===== src/rtl/interval_timer.sv =====
// Programmable interval timer: three reloadable interval registers and a down-counter
// that emits a one-cycle Expired pulse when the selected interval has elapsed.
module interval_timer #(
  parameter logic [3:0] T_BASE_DEF = 4'd6,
  parameter logic [3:0] T_EXT_DEF  = 4'd3,
  parameter logic [3:0] T_YEL_DEF  = 4'd2
) (
  input  logic       clock,
  input  logic       Reset_Sync,
  input  logic       Prog_Sync,
  input  logic [1:0] Selector,
  input  logic [3:0] Time_Value,
  input  logic       One_Hz_Enable,
  input  logic       Start_Timer,
  input  logic [1:0] Interval,
  output logic       Expired,
  output logic [3:0] Time_Left
);

  typedef enum logic [1:0] {
    StIdle,
    StRunning,
    StExpire
  } state_e;

  state_e     state_q, state_d;
  logic [3:0] count_q, count_d;
  logic [3:0] t_base_q, t_base_d;
  logic [3:0] t_ext_q, t_ext_d;
  logic [3:0] t_yel_q, t_yel_d;
  logic [3:0] load_value;
  logic [3:0] prog_value;

  // Loads read the registered values, so a same-cycle write only affects later loads.
  always_comb begin
    load_value = t_base_q;
    case (Interval)
      2'd1:    load_value = t_ext_q;
      2'd2:    load_value = t_yel_q;
      default: load_value = t_base_q;
    endcase
  end

  // Zero is clamped to the 1 s minimum interval.
  assign prog_value = (Time_Value == 4'd0) ? 4'd1 : Time_Value;

  always_comb begin
    t_base_d = t_base_q;
    t_ext_d  = t_ext_q;
    t_yel_d  = t_yel_q;
    if (Prog_Sync) begin
      case (Selector)
        2'b00:   t_base_d = prog_value;
        2'b01:   t_ext_d  = prog_value;
        2'b10:   t_yel_d  = prog_value;
        default: ;
      endcase
    end
  end

  // A start request takes priority over any tick in the same cycle.
  always_comb begin
    state_d = state_q;
    count_d = count_q;
    if (Start_Timer) begin
      count_d = load_value;
      state_d = StRunning;
    end else begin
      case (state_q)
        StRunning: begin
          if (One_Hz_Enable) begin
            if (count_q <= 4'd1) begin
              count_d = 4'd0;
              state_d = StExpire;
            end else begin
              count_d = count_q - 4'd1;
            end
          end
        end
        StExpire: state_d = StIdle;
        default:  state_d = StIdle;
      endcase
    end
  end

  always_ff @(posedge clock or posedge Reset_Sync) begin
    if (Reset_Sync) begin
      state_q  <= StIdle;
      count_q  <= 4'd0;
      t_base_q <= T_BASE_DEF;
      t_ext_q  <= T_EXT_DEF;
      t_yel_q  <= T_YEL_DEF;
    end else begin
      state_q  <= state_d;
      count_q  <= count_d;
      t_base_q <= t_base_d;
      t_ext_q  <= t_ext_d;
      t_yel_q  <= t_yel_d;
    end
  end

  assign Expired   = (state_q == StExpire);
  assign Time_Left = count_q;

endmodule


===== config.mk =====
export PLATFORM = sky130hd
export DESIGN_NAME = interval_timer
export DESIGN_NICKNAME = d
export VERILOG_FILES = /design/src/rtl/interval_timer.sv
export SDC_FILE = /design/constraint.sdc
export NUM_CORES = 1
export LEC_CHECK = 0
export BUFFER_PORTS_ARGS = -buffer_cell sky130_fd_sc_hd__buf_2
export CELL_PAD_IN_SITES_DETAIL_PLACEMENT = 2
export CELL_PAD_IN_SITES_GLOBAL_PLACEMENT = 2
export CORE_ASPECT_RATIO = 1.2
export CORE_UTILIZATION = 30
export CTS_CLUSTER_DIAMETER = 120
export CTS_CLUSTER_SIZE = 16
export DETAILED_ROUTE_END_ITERATION = 16
export PLACE_DENSITY_LB_ADDON = 0.2
export SYNTH_ARGS = -nofsm -noshare
export SYNTH_HDL_FRONTEND = slang
export SYNTH_SLANG_ARGS = --single-unit
export TNS_END_PERCENT = 100

===== constraint.sdc =====
create_clock -name clock -period 1.35 [get_ports clock]
set_input_delay 0.2025 -clock clock [delete_from_list [all_inputs] [get_ports clock]]
set_output_delay 0.2025 -clock clock [all_outputs]
set_load 0.005 [all_outputs]

==> metrics.txt <==
top cells by count, synth sky130_fd_sc_hd__dfrtp_1 (13), sky130_fd_sc_hd__mux2_2 (9), sky130_fd_sc_hd__o21ai_0 (8); crit path kind reg -> reg; share of post-route cells with drive strength above 1 45.9%; leftover overflow at the end of global routing 0; Worst-Margin Slew 0.356 ns; RR Startpoint Time_Left[0]; result of the run finished clean; LEAKAGE 0.000531 µW; CTS Buf Count 3; maximum fanout along the worst path 4; Most used DFF post-synth sky130_fd_sc_hd__dfrtp_1; final setup violating endpoints 0; max-cap violation count 0; data arrival time of the worst path 1.52 ns; count of boundary I/O pins 18; mean area per synthesized cell 11.2 µm²; Synth top area share 34.7%; largest net degree at the start of global routing 19; area of the core 2890 µm²; Pwr Density 1630 nW/µm²; initial cell density of the core 32.5%; Sink Count 18; flip-flop and latch count after synthesis 18; area growth from synthesis to layout 27.3%; capture point of the worst path Time_Left[3]; DIE HEIGHT 63.3 µm; HPWL after detailed placement 1750 µm; max-slew violation count 0; number of standard cells in the final layout excluding fillers 145; antenna violations before repair 0; hold slack final 0.184 ns; setup slack of the critical path after layout 0.000773 ns; clock tree root driver cell sky130_fd_sc_hd__clkbuf_4; level count of the clock H-tree 1; number of nets in the layout 129; Vias per Instance 5.03; routed length per placed instance 14.7 µm; RSZ-0062 raised after global routing yes; number of buffer cells added on primary ports 17; Max Buffers Root-to-Sink 2; Crit. End Element register; synth unique cells 27; instance count after placement with tap cells included 139; kind of start point of the critical path register; width of the die 53.1 µm; worst vdd ir 738 µV; number of iterations in the first detailed-routing pass 3; most used standard cell by instance count after synthesis sky130_fd_sc_hd__dfrtp_1; clock tree from TritonCTS yes; net count after synthesis 101; Final Skew 0.0116 ns; cell area after technology mapping 938 µm²; upper clock frequency limit 741 MHz; Min-Delay Path Class in -> reg; die area 3360 µm²; total global-route track usage 14.5%; start point of the worst hold path One_Hz_Enable; Rows 21; Synth area leaders sky130_fd_sc_hd__dfrtp_1 (35%), sky130_fd_sc_hd__dfstp_2 (14%), sky130_fd_sc_hd__mux2_2 (11%); vias in the first global route 792; DRT antenna net count 0; CTS clk-pin slew, worst paths 0.11 ns; WP data required 1.53 ns; endpoint of the worst-slack reg-to-reg timing path Time_Left[3]; total number of yosys warnings 0; period utilisation layout 99.9%; EDFF count, synth 0; sequential fraction of the synthesis area 48.7%; final routed wirelength across all metal layers 2130 µm; Hold Vio Cnt, Final 0; Placer Congestion 0.769; worst setup path start Time_Left[0]; FF-to-FF path depth 7; Post-synth ARST share 100%; number of remaining DRC errors 0; latest clock arrival within the worst-skew pair 0.29 ns; min Tclk post-route 1.35 ns; Max-Slew Margin vs Limit 76.3%; cell taking the most area after synthesis sky130_fd_sc_hd__dfrtp_1; violation count after the first detailed-route iteration 9; number of standard cells after synthesis 84; via count of the routed design 729; setup slack, reg-to-reg 0.0008 ns; number of diodes 0; final setup TNS 0 ns; DP Worst Slack -0.0797 ns; global-route wire length before repair 3530 µm
==> per-layer routing <==
layer | global-route usage, % | share of wire [%]
met5 | 0 | 0
met4 | 4.93 | 0.98
met3 | 1.45 | 2.5
met2 | 26.6 | 54
met1 | 16.8 | 42
==> cell type report <==
class                           count  area (µm²)
Clock buffer                        4        26.3
Fill cell                         314        1700
Inverter                            7        26.3
Multi-Input combinational cell     58         488
Sequential cell                    18         458
Tap cell                           34        42.5
Timing Repair Buffer               24         154
==> kinds of logic after synthesis <==
group | Yosys count | share of synthesized area [%]
multiplexers | 9 | 10.8
flip-flops | 18 | 48.7
adder cells (fa/ha/maj) | 4 | 5.33
AND/OR/NAND/NOR | 21 | 13.6
buffers and inverters | 8 | 3.33
AO/OA/AOI/OAI | 24 | 18.3
==> state kept, by name, summed over array words and instances, names as in the netlist <==
| register | flops |
|---|---|
| Time_Left | 4 |
| t_base_q | 4 |
| t_ext_q | 4 |
| t_yel_q | 4 |
| state_q | 2 |
==> worst min-delay path by stage <==
stage,to,slack [ns],depth (start not counted)
4_1_cts,state_q[1],0.18,3
5_1_grt,state_q[1],0.19,2
3_3_place_gp,Time_Left[0],0.23,3
2_1_floorplan,Time_Left[0],0.14,1
3_5_place_dp,t_ext_q[3],0.25,3
6_report,state_q[1],0.18,3
==> cells in the final DEF (no fill, tap or decap), types with 2 or more instances in the layout <==
cell	Yosys	layout
sky130_fd_sc_hd__buf_6	0	3
sky130_fd_sc_hd__nand2b_1	2	2
sky130_fd_sc_hd__mux2_2	9	9
sky130_fd_sc_hd__clkbuf_4	0	3
sky130_fd_sc_hd__dfstp_2	5	5
sky130_fd_sc_hd__buf_4	0	4
sky130_fd_sc_hd__inv_1	7	5
sky130_fd_sc_hd__nor3_1	3	2
sky130_fd_sc_hd__dfrtp_1	13	12
sky130_fd_sc_hd__nor2_1	3	2
sky130_fd_sc_hd__o21ai_0	8	6
sky130_fd_sc_hd__o21ai_1	1	3
sky130_fd_sc_hd__nand3b_1	2	2
sky130_fd_sc_hd__a22oi_1	2	2
sky130_fd_sc_hd__o22a_1	3	3
sky130_fd_sc_hd__nand2_1	7	7
sky130_fd_sc_hd__a221oi_1	3	3
sky130_fd_sc_hd__ha_1	4	2
sky130_fd_sc_hd__inv_2	0	2
sky130_fd_sc_hd__ha_4	0	2
sky130_fd_sc_hd__buf_2	1	16
==> worst max-delay path, cell delays in order, from the launching register on <==
cell and delay [ns]:
sky130_fd_sc_hd__dfrtp_2 0.46, sky130_fd_sc_hd__inv_2 0.08, sky130_fd_sc_hd__ha_4 0.14, sky130_fd_sc_hd__nor2_4 0.04, sky130_fd_sc_hd__o31ai_2 0.17, sky130_fd_sc_hd__buf_4 0.16, sky130_fd_sc_hd__o22a_1 0.13, sky130_fd_sc_hd__o2bb2ai_1 0.06
==> repair_timing <==
item / CTS / global route
setup buffers: 3 / 0
resized for setup: 14 / 1
gates cloned: 0 / 0
pin swaps: 6 / 1
hold buffers: 1 / 0
endpoints found under the setup margin: 3 / 5
endpoints found under the hold margin: 13 / 0
==> stage by stage <==
step | power (µW) | cell area, µm² | utilization (%)
2_1_floorplan | 1220 | 938 | -
3_3_place_gp | 1470 | 1100 | 38.0
3_5_place_dp | 1510 | 1100 | 38.0
6_report | 1950 | 1190 | 41.3
4_1_cts | 2020 | 1210 | 41.7
5_1_grt | 2100 | 1190 | 41.3
==> report_power, final <==
group / leakage (µW) / internal (µW) / switching, µW
logic: 0.000308 / 475 / 363
clock network: 0.0000150 / 115 / 160
registers: 0.000208 / 700 / 135
total: 0.000531 / 1290 / 658
No activity file was read; power rests on OpenSTA's default activity.
